### config.mk
export PLATFORM = sky130hd
export DESIGN_NAME = counter_step_sequencer
export DESIGN_NICKNAME = d
export VERILOG_FILES = /design/src/rtl/counter_step_sequencer.sv
export SDC_FILE = /design/constraint.sdc
export NUM_CORES = 1
export LEC_CHECK = 0
export CORE_UTILIZATION = 44
export DETAILED_ROUTE_END_ITERATION = 10
export PLACE_DENSITY = 0.75
export REMOVE_ABC_BUFFERS = 1
export SYNTH_ARGS = -nofsm -noshare
export SYNTH_HDL_FRONTEND = slang
export SYNTH_SLANG_ARGS = --single-unit
export TNS_END_PERCENT = 5
### constraint.sdc
create_clock -name clk -period 1.7 [get_ports clk]
set_input_delay 0.17 -clock clk [delete_from_list [all_inputs] [get_ports clk]]
set_output_delay 0.17 -clock clk [all_outputs]
set_load 0.005 [all_outputs]
### src/rtl/counter_step_sequencer.sv
// counter_step_sequencer
// Sequences two WIDTH-bit step counters (a, b) that advance together once every
// TICK_DIV clock cycles during a controlled run. A run is started from IDLE, can be
// bounded by a latched step limit (0 = free-run) and can be aborted with stop.
// Every run ends with a single DONE cycle before control returns to IDLE.
//
// Optional feature macro: SATURATE_EN
//   defined   : a and b stop at 2^WIDTH-1 instead of wrapping; the extra output
//               sat flags that a counter was held (cleared by the next start or reset).
//   undefined : a and b wrap modulo 2^WIDTH; there is no sat port.
module counter_step_sequencer #(
    parameter int WIDTH    = 5,
    parameter int TICK_DIV = 10,
    parameter int A_INIT   = 10,
    parameter int B_INIT   = 20,
    parameter int LIM_W    = 8
) (
    input  logic             clk,
    input  logic             rst_n,
    input  logic             start,
    input  logic             stop,
    input  logic             load,
    input  logic [WIDTH-1:0] load_a,
    input  logic [WIDTH-1:0] load_b,
    input  logic [LIM_W-1:0] step_limit,
    output logic [WIDTH-1:0] a,
    output logic [WIDTH-1:0] b,
    output logic             tick,
    output logic             busy,
    output logic             done,
`ifdef SATURATE_EN
    output logic             sat,
`endif
    output logic [LIM_W-1:0] steps_done
);

    // Divider is wide enough for 0..TICK_DIV-1; keep at least one bit so that
    // TICK_DIV=1 (tick every cycle) still elaborates cleanly.
    localparam int DIV_W = (TICK_DIV > 1) ? $clog2(TICK_DIV) : 1;

    localparam logic [DIV_W-1:0] DIV_LAST = DIV_W'(TICK_DIV - 1);
    localparam logic [DIV_W-1:0] DIV_ONE  = DIV_W'(1);
    localparam logic [WIDTH-1:0] A_RST    = WIDTH'(A_INIT);
    localparam logic [WIDTH-1:0] B_RST    = WIDTH'(B_INIT);
    localparam logic [WIDTH-1:0] CNT_ONE  = WIDTH'(1);
    localparam logic [LIM_W-1:0] LIM_ONE  = LIM_W'(1);
    localparam logic [LIM_W-1:0] LIM_ZERO = '0;

    // Controller states
    localparam logic [1:0] S_IDLE = 2'd0;
    localparam logic [1:0] S_RUN  = 2'd1;
    localparam logic [1:0] S_DONE = 2'd2;

    logic [1:0]       state_reg,  state_next;
    logic [DIV_W-1:0] div_reg,    div_next;
    logic [WIDTH-1:0] a_reg,      a_next;
    logic [WIDTH-1:0] b_reg,      b_next;
    logic [LIM_W-1:0] steps_reg,  steps_next;
    logic [LIM_W-1:0] limit_reg,  limit_next;
`ifdef SATURATE_EN
    logic             sat_reg,    sat_next;
    localparam logic [WIDTH-1:0] CNT_MAX = '1;
`endif

    // Derived per-cycle conditions
    logic             step_fire;
    logic [LIM_W-1:0] steps_inc;
    logic [WIDTH-1:0] a_inc;
    logic [WIDTH-1:0] b_inc;
    logic             limit_hit;

    // The step happens on the edge that closes the last divider cycle of a period.
    assign step_fire = (state_reg == S_RUN) && (div_reg == DIV_LAST);
    assign steps_inc = steps_reg + LIM_ONE;
    // A zero limit means free-run; steps_done then simply wraps.
    assign limit_hit = (limit_reg != LIM_ZERO) && (steps_inc == limit_reg);

`ifdef SATURATE_EN
    assign a_inc = (a_reg == CNT_MAX) ? CNT_MAX : (a_reg + CNT_ONE);
    assign b_inc = (b_reg == CNT_MAX) ? CNT_MAX : (b_reg + CNT_ONE);
`else
    assign a_inc = a_reg + CNT_ONE;
    assign b_inc = b_reg + CNT_ONE;
`endif

    // Next-state and datapath update for the IDLE/RUN/DONE controller.
    always_comb begin
        state_next = state_reg;
        div_next   = div_reg;
        a_next     = a_reg;
        b_next     = b_reg;
        steps_next = steps_reg;
        limit_next = limit_reg;
`ifdef SATURATE_EN
        sat_next   = sat_reg;
`endif
        case (state_reg)
            S_IDLE: begin
                // Load is applied even when a run starts on the same edge, so the
                // run begins from the loaded values.
                if (load) begin
                    a_next = load_a;
                    b_next = load_b;
                end
                // Stop wins over start when both are asserted.
                if (start && !stop) begin
                    state_next = S_RUN;
                    limit_next = step_limit;
                    steps_next = LIM_ZERO;
                    div_next   = '0;
`ifdef SATURATE_EN
                    sat_next   = 1'b0;
`endif
                end
            end
            S_RUN: begin
                if (step_fire) begin
                    a_next     = a_inc;
                    b_next     = b_inc;
                    steps_next = steps_inc;
                    div_next   = '0;
`ifdef SATURATE_EN
                    if ((a_reg == CNT_MAX) || (b_reg == CNT_MAX)) begin
                        sat_next = 1'b1;
                    end
`endif
                    if (limit_hit) begin
                        state_next = S_DONE;
                    end
                end else begin
                    div_next = div_reg + DIV_ONE;
                end
                // A step coinciding with stop is still taken above.
                if (stop) begin
                    state_next = S_DONE;
                end
            end
            S_DONE: begin
                state_next = S_IDLE;
            end
            default: begin
                state_next = S_IDLE;
            end
        endcase
    end

    // State and datapath registers with asynchronous active-low reset.
    always_ff @(posedge clk or negedge rst_n) begin
        if (!rst_n) begin
            state_reg <= S_IDLE;
            div_reg   <= '0;
            a_reg     <= A_RST;
            b_reg     <= B_RST;
            steps_reg <= LIM_ZERO;
            limit_reg <= LIM_ZERO;
`ifdef SATURATE_EN
            sat_reg   <= 1'b0;
`endif
        end else begin
            state_reg <= state_next;
            div_reg   <= div_next;
            a_reg     <= a_next;
            b_reg     <= b_next;
            steps_reg <= steps_next;
            limit_reg <= limit_next;
`ifdef SATURATE_EN
            sat_reg   <= sat_next;
`endif
        end
    end

    assign a          = a_reg;
    assign b          = b_reg;
    assign steps_done = steps_reg;
    assign tick       = step_fire;
    assign busy       = (state_reg == S_RUN);
    assign done       = (state_reg == S_DONE);
`ifdef SATURATE_EN
    assign sat        = sat_reg;
`endif

endmodule
# Word level (Yosys, flattened, before mapping)
# Cells that the tools add are included.
# Widths: inputs -> output; s select.
# word_totals
reg_bits,32
latchBits,0
mem_bits_rw,0
rom_bits,0
in_bits,23
output_inout_bits,21
elab_cells,48
n_memories,0
# classes
add_sub_neg,4
multipliers,0
div,0
n_lt_le_gt_ge,0
n_eq_ne,9
n_shift,0
n_mux,17
bitwise,0
reduce_logical,12
# op_table
operator,count
$mux 5,4
$pmux 5 s2,2
$mux 8,2
$pmux 8 s2,1
$add 5x1->5 const B,2
$reduce_and 3->1,3
$add 8x1->8 const B,1
$eq 8x8->1,1
$mux 2,4
$mux 4,2
$pmux 4 s2,1
$reduce_bool 8->1,1
$ne 2x2->1 const B,3
$add 4x1->4 const B,1
$eq 4x4->1 const B,1
$pmux 2 s2,1
$reduce_and 2->1,2
$logic_and 1x1->1,3
$ne 3x2->1 const B,1
$ne 3x3->1 const B,1
$eq 2x1->1 const B,1
$eq 2x2->1 const B,1
$logic_not 2->1,1
$reduce_bool 2->1,1
$logic_not 1->1,1

# Depth between registers and ports, before layout
# Gate-level depths: netlist of the first run.
# logic_depth
word_depth,7
depth_mapped,8
depth_no_buf,8

# Worst setup path before layout of the first run
# No wires, ideal clock.
# synth_path
path_kind,reg-to-reg
start,"register steps_reg[0], in the netlist steps_done[0]"
end,register state_reg[0]
setup_time_ns,0.129
arrival_ns,1.740
required_time_ns,1.571
path_slack_ns,-0.170
path_stages_with_launch,7
n_path_buf,0
period_less_slack_ns,1.870
cell_sequence,dfrtp_1 > ha_1 > and3_4 > and3_4 > xnor2_2 > nand4_1 > o41a_1
# synth_between
elab_chain_cells,5
# synth_rtl
element,line,rtl
from (decl),58,"logic [LIM_W-1:0] steps_reg, steps_next;"
from (signal assigned),164,steps_reg <= steps_next;
$add 8x1->8,74,assign steps_inc = steps_reg + LIM_ONE;
$eq 8x8->1,76,assign limit_hit = (limit_reg != LIM_ZERO) && (steps_inc == limit_reg);
$logic_and 1x1->1,76,
$ne 3x2->1 (no line),--,
$reduce_and 3->1 (no line),--,
to (signal assigned),160,state_reg <= state_next;
to (decl),54,"logic [1:0] state_reg, state_next;"
# Every way passes these cells.
# A chain may end at the register's enable or synchronous reset.

# Worst setup path after layout of the first run
# Ends and elaborated chain as after synthesis.

==> reports/metrics.csv, run 1 <==
stage,metric,value,unit
status,status,"finished, violations left",
status,violations,negative setup slack,
setup_path,cp_cell_sequence,buf_6 > and3_4 > and3_4 > xnor2_1 > nand4_1 > o41a_1,
setup_path,r2r_end,state_reg[0],
placement,finalWeightedCongestion,0.807,
drt,antenna_left,0,
clock_tree,hold_buffers,0,
synth,synthCells,189,
drt,drt-total-wl,4210,microns
power,power_density,824,mW/mm^2
clock_tree,insertion_delay,0.27,ns
setup_path,ff2ff_setup_slack,-0.11,ns
timing,hold_viol_final,0,
synth,yosys_warnings,0,
synth,synth_cell_type_count,39,
setup_path,cp.required,1.85,ns
drt,drcViolationCount,0,
die,dieHeight,65.5,microns
drt,drt-pass1-iter-count,4,
synth,syn_area,0.00177,sq mm
global_routing,grt_overflow_total,0,
synth,synth_top_cell_by_area,dfrtp_1,
timing,worstMarginPinSlew,0.393,ns
hold_path,hold_class,input port to async pin,
setup_path,cp.arrival,1.96,ns
die,fp.dieW,65.5,microns
global_routing,grt_pass1_wl,6970,microns
die,start_util,47.0,%
power,p_total,2.14,mW
clock_tree,ctsHtreeMaxLevel,2,
timing,fin_skew,0.00631,ns
timing,setup_ws,-0.106,ns
die,ioPinCount,44,
synth,yosysSeqAreaShare,45.4,%
clock_tree,cts_tree,done,
synth,synth_flop_cell,dfrtp_1,
timing,rsz0062_at_grt,true,
setup_path,slowest_delay,0.46,ns
finish,fillCellCount,310,
global_routing,grt_max_degree,33,
timing,timing.final.crit_share,106,%
synth,syn_avg_cell_area,9.39,sq um
synth,synth_top_area_share,39.5,%
setup_path,cp_slowest_cell,o41a_1,
synth,synth.area.top_cells,"dfrtp_1, dfstp_2, nand2_1",
synth,synth-async-reset-ratio,100,%
timing,setup_viol,2,
synth,synth_edf_count,0,
clock_tree,cts_buffers,5,
finish,diodes,0,
clock_tree,clockRootBuffer,clkbuf_8,
power,leakagePower,1.11,nW
setup_path,reg2reg_depth,6,
placement,numPortBuffers,43,
setup_path,critPathMaxFanout,6,
timing,finalCriticalPeriod,1.81,ns
global_routing,grt_usage,21.2,%
synth,synth-seq-cells,32,
drt,avgViaCountPerCell,5.24,
die,rows,22,
synth,synth_commonest_cells,"dfrtp_1, nand2_1, o21ai_0",
timing,relSlewSlack,73.4,%
global_routing,grt_antenna_before_repair,0,
run,cap_violations,0,
setup_path,r2r-start,steps_done[0],
drt,drt_iter0_markers,43,
die,die_area,0.00429,sq mm
finish,drive_gt1_share,23.8,%
setup_path,critPathKind,flop to flop,
finish,area_delta_synth_final,46.2,%
setup_path,critPathLaunchType,flop,
clock_tree,clock-sinks,32,
placement,hpwl,2950,microns
clock_tree,clk_pin_slew_worst_paths,0.07,ns
global_routing,first_global_vias,1599,
setup_path,critical_path.startpoint,steps_done[0],
timing,setup_tns,-0.154,ns
die,coreArea,0.00377,sq mm
timing,fmax,554,MHz
timing,drv_slew,0,
drt,wl_per_cell,13.6,microns
setup_path,cpMostUsedCell,and3_4,
finish,nets,288,
clock_tree,cts_buffer_depth,2,
power,ir_drop,0.438,mV
setup_path,cp-end-kind,flop,
drt,dr_total_vias,1618,
-- layout make-up --
type	instances	area [sq um]	area share (%)
clock inverter	1	5.00	0.193
tap	48	60.1	2.32
timing repair buffer	70	654	25.2
multi-input combinational	146	971	37.4
inverter	5	21.3	0.820
sequential	32	806	31.1
clock buffer	7	76.3	2.94
-- stage by stage --
| step | util, % | hold slack (ns) | setup WS, ns | std cells | instance area [sq um] |
|---|---|---|---|---|---|
| after floorplan | - | -0.126 | -0.318 | 183 | 1750 |
| after global placement | 64.1 | 0.508 | -0.0177 | 296 | 2420 |
| after detailed placement | 64.1 | 0.517 | -0.0620 | 296 | 2420 |
| after CTS | 66.9 | 0.295 | -0.0328 | 306 | 2520 |
| after global routing | 68.8 | 0.317 | -0.147 | 309 | 2590 |
| final | 68.8 | 0.284 | -0.106 | 309 | 2590 |
-- cells by family (layout without fill, tap and decap cells) --
| family | after synthesis | in the layout | synth area share (%) |
|---|---|---|---|
| AO/OA/AOI/OAI | 47 | 47 | 15.2 |
| XOR/XNOR | 12 | 12 | 6.35 |
| adder cells (fa/ha/maj) | 5 | 5 | 3.53 |
| buffers and inverters | 11 | 83 | 2.47 |
| flip-flops | 32 | 32 | 45.4 |
| multiplexers | 10 | 10 | 6.14 |
| AND/OR/NAND/NOR | 72 | 72 | 20.9 |
-- worst max-delay path: cells and delay by family (launching register included) --
kind,cells,cell delay (ns)
AO/OA/AOI/OAI,1,0.46
buffers and inverters,1,0.15
XOR/XNOR,1,0.15
flip-flops,1,0.42
AND/OR/NAND/NOR,3,0.51
-- cell usage in the layout (no fill, tap or decap), types with 2 or more instances in the layout --
cell type	n
clkdlybuf4s50_1	41
nand2_1	28
dfrtp_1	28
buf_4	23
o21ai_0	15
a21oi_1	13
nor2_1	13
nand3_1	10
mux2_2	7
o22ai_1	5
xor2_1	5
xnor2_1	5
o21ai_1	5
clkbuf_8	5
and3_4	4
dfstp_2	4
nand2b_1	3
inv_1	3
mux2i_1	3
a31oi_1	3
nand4_1	3
ha_1	3
buf_6	3
xnor2_2	2
nand3b_1	2
clkbuf_1	2
dlygate4sd2_1	2
-- report_power, final --
| part | internal [mW] | switching [mW] |
|---|---|---|
| Sequential | 0.889 | 0.109 |
| Combinational | 0.344 | 0.252 |
| Clock | 0.287 | 0.256 |
| Total | 1.52 | 0.617 |
-- how the worst max path moves through the flow --
| stage | cells past startpoint | slack, ns | to |
|---|---|---|---|
| final | 6 | -0.11 | state_reg[0] |
| after global routing | 6 | -0.15 | state_reg[0] |
| after CTS | 8 | -0.03 | state_reg[0] |
| after detailed placement | 6 | -0.06 | state_reg[0] |
| after global placement | 6 | -0.02 | state_reg[0] |
| after floorplan | 7 | -0.32 | a[0] |
-- metal layers --
| layer | GRT usage, % | vias up | wire (microns) |
|---|---|---|---|
| li1 | - | 814 | - |
| met1 | 26.1 | 762 | 1870 |
| met2 | 37.0 | 40 | 2100 |
| met3 | 4.17 | 2 | 220 |
| met4 | 6.52 | 0 | 16 |
| met5 | 0 | - | 0 |
-- timing repair --
item | CTS | global route
hold endpoints to repair | 0 | 0
setup buffers | 2 | 3
pin swaps | 3 | 5
setup endpoints to repair | 3 | 17
resized for setup | 7 | 12
Note: power is estimated with default switching activity, not from simulation.
==> run 2: changes to the inputs <==
--- a/config.mk
+++ b/config.mk
@@ -7,6 +7,7 @@
 export LEC_CHECK = 0
 export CORE_UTILIZATION = 44
 export DETAILED_ROUTE_END_ITERATION = 10
+export GPL_TIMING_DRIVEN = 0
 export PLACE_DENSITY = 0.75
 export REMOVE_ABC_BUFFERS = 1
 export SYNTH_ARGS = -nofsm -noshare
==> run 2 against run 1 <==
Effect of this change: the run still ends with negative setup slack left; worst hold slack gained 0.14 ns; flip-flop and latch count is the same; sequential share of layout area grew 0.88 points; critical path type unchanged; largest cell class unchanged; largest power group unchanged.
==> reports/metrics.csv, run 2 (synthesis results as in run 1) <==
stage,metric,value,unit,change
drt,avgViaCountPerCell,5.34,,+1.9%
drt,dr_total_vias,1585,,-2.0%
timing,finalCriticalPeriod,1.88,ns,+0.0761 ns
drt,wl_met3,219,microns,-0.45%
clock_tree,clk_pin_slew_worst_paths,0.07,ns,about the same
die,die_area,0.00429,sq mm,unchanged
die,dieHeight,65.5,microns,unchanged
timing,hold_viol_final,0,,unchanged
drt,top_layer,met4,,
global_routing,grt_antenna_before_repair,0,,unchanged
timing,setup_viol,7,,+5
power,power_density,869,mW/mm^2,+5.4%
setup_path,cp-end-kind,flop,,
drt,wl_met1,1910,microns,+2.4%
timing,drv_slew,0,,unchanged
global_routing,first_global_vias,1525,,-4.6%
global_routing,grt_pass1_wl,7070,microns,+1.4%
drt,wl_met2,1990,microns,-5.3%
finish,fillCellCount,318,,+2.6%
clock_tree,clock-sinks,32,,unchanged
placement,finalWeightedCongestion,0.737,,-8.7%
drt,drt-pass1-iter-count,4,,unchanged
status,violations,negative setup slack,,
clock_tree,ctsHtreeMaxLevel,2,,unchanged
timing,setup_ws,-0.182,ns,-0.0761 ns
power,ir_drop,0.362,mV,-17%
placement,numPortBuffers,43,,unchanged
die,coreArea,0.00377,sq mm,unchanged
setup_path,cp_cell_sequence,ha_4 > and3_4 > and3_4 > xnor2_2 > nand4_1 > o41a_1,,
drt,drcViolationCount,0,,unchanged
setup_path,cp.arrival,2.05,ns,+0.09 ns
global_routing,grt_overflow_total,0,,unchanged
timing,rsz0062_at_grt,true,,
timing,fmax,531,MHz,-4.0%
status,status,"finished, violations left",,
placement,dp_cells,274,,-7.4%
clock_tree,cts_buffers,5,,unchanged
finish,final_common_cell,clkdlybuf4s50_1,,
setup_path,path_delay_family,simple AND/OR/NAND/NOR gates,,
die,ioPinCount,44,,unchanged
finish,layout_common_cells,"clkdlybuf4s50_1, nand2_1, dfrtp_1",,
timing,setup_tns,-0.405,ns,-0.250 ns
finish,final_util,67.1,%,-1.7 points
drt,drt_iter0_markers,124,,+190%
die,fp.dieW,65.5,microns,unchanged
finish,diodes,0,,unchanged
finish,final_cell_count_no_fill,297,,-3.9%
setup_path,critPathKind,flop to flop,,
clock_tree,cts_tree,done,,
finish,nets,276,,-4.2%
setup_path,crit_buf_inv,0,,-1
setup_path,cpMostUsedCell,and3_4,,
finish,area_delta_synth_final,42.6,%,
finish,drive_gt1_share,20.5,%,-3.3 points
drt,drt-total-wl,4180,microns,-0.74%
setup_path,cp_slowest_cell,dfrtp_2,,
timing,timing.final.crit_share,111,%,+4.5 points
setup_path,critPathLaunchType,flop,,
hold_path,hold_class,input port to flop,,
run,cap_violations,0,,unchanged
die,start_util,47.0,%,unchanged
clock_tree,insertion_delay,0.29,ns,+0.02 ns
power,leakagePower,1.07,nW,-3.5%
setup_path,critPathMaxFanout,7,,+1
clock_tree,cts_buffer_depth,2,,unchanged
die,rows,22,,unchanged
timing,relSlewSlack,52.7,%,-21 points
setup_path,cp.required,1.87,ns,+0.02 ns
global_routing,grt_max_degree,33,,unchanged
drt,wl_per_cell,14.1,microns,+3.3%
clock_tree,clockRootBuffer,clkbuf_8,,
setup_path,slowest_delay,0.47,ns,about the same
placement,hpwl,2630,microns,-11%
timing,worstMarginPinSlew,0.709,ns,+0.316 ns
drt,antenna_left,0,,unchanged
timing,fin_skew,0.00656,ns,+0.000249 ns
power,p_total,2.20,mW,+2.8%
global_routing,grt_usage,22.0,%,+0.89 points
[run 2: changes by cell type in the layout (fill, tap and decap cells not counted), sizes merged]
cell and delta:
dlymetal6s2s +1, clkdlybuf4s50 -1, buf -14, nor2 +1
clkbuf +1, dlygate4sd2 -1, dlygate4sd3 +1
[run 2: timing repair]
| item | in CTS | in global routing |
|---|---|---|
| buffers inserted | 8 | 4 |
| pin swaps | 5 | 3 |
| cloned | 1 | 1 |
| endpoints found under the setup margin | 34 | 20 |
| resized for setup | 16 | 13 |
| hold buffers | 1 | 0 |
| endpoints found under the hold margin | 28 | 0 |
[run 2: final timing paths]
check / depth (start not counted) / slack [ns] / to / startpoint
hold reg to reg: 1 / 0.52 / div_reg[3] / div_reg[3]
max in group asynchronous: 2 / 0.73 / steps_done[0] / rst_n
setup / recovery: 6 / -0.18 / state_reg[0] / steps_done[0]
hold / removal: 3 / 0.42 / a[0] / load_a[0]
setup reg to reg: 6 / -0.18 / state_reg[0] / steps_done[0]
min in group asynchronous: 2 / 0.46 / div_reg[2] / rst_n
[run 2: layout make-up]
type / count / area, sq um / share of cell area (%)
Clock buffer: 8 / 90.1 / 3.56
Inverter: 5 / 36.3 / 1.43
Multi-Input combinational cell: 147 / 990 / 39.1
Sequential cell: 32 / 808 / 31.9
Tap cell: 48 / 60.1 / 2.37
Timing Repair Buffer: 56 / 539 / 21.3
Timing Repair inverter: 1 / 6.26 / 0.247
[run 2: through the flow]
step | hold WS, ns | cell area (sq um) | setup WS [ns]
2_1_floorplan | -0.126 | 1750 | -0.318
4_1_cts | 0.419 | 2470 | -0.149
6_report | 0.422 | 2530 | -0.182
3_5_place_dp | 0.264 | 2230 | -0.823
3_3_place_gp | 0.502 | 2240 | -0.809
5_1_grt | 0.433 | 2530 | -0.257
[run 2: routing by layer]
layer	vias up	global-route usage, %
li1	793	-
met2	43	35.4
met3	6	6.60
met4	0	7.88
met1	743	27.9
met5	-	0
[run 2: where the power goes]
part / switching [mW] / internal [mW]
sequential: 0.114 / 0.889
clock: 0.277 / 0.330
combinational: 0.255 / 0.332
[run 2: worst min-delay path, delay by kind of cell]
kind	cells	cell delay, ns
buffers and inverters	1	0.40
AND/OR/NAND/NOR	2	0.11
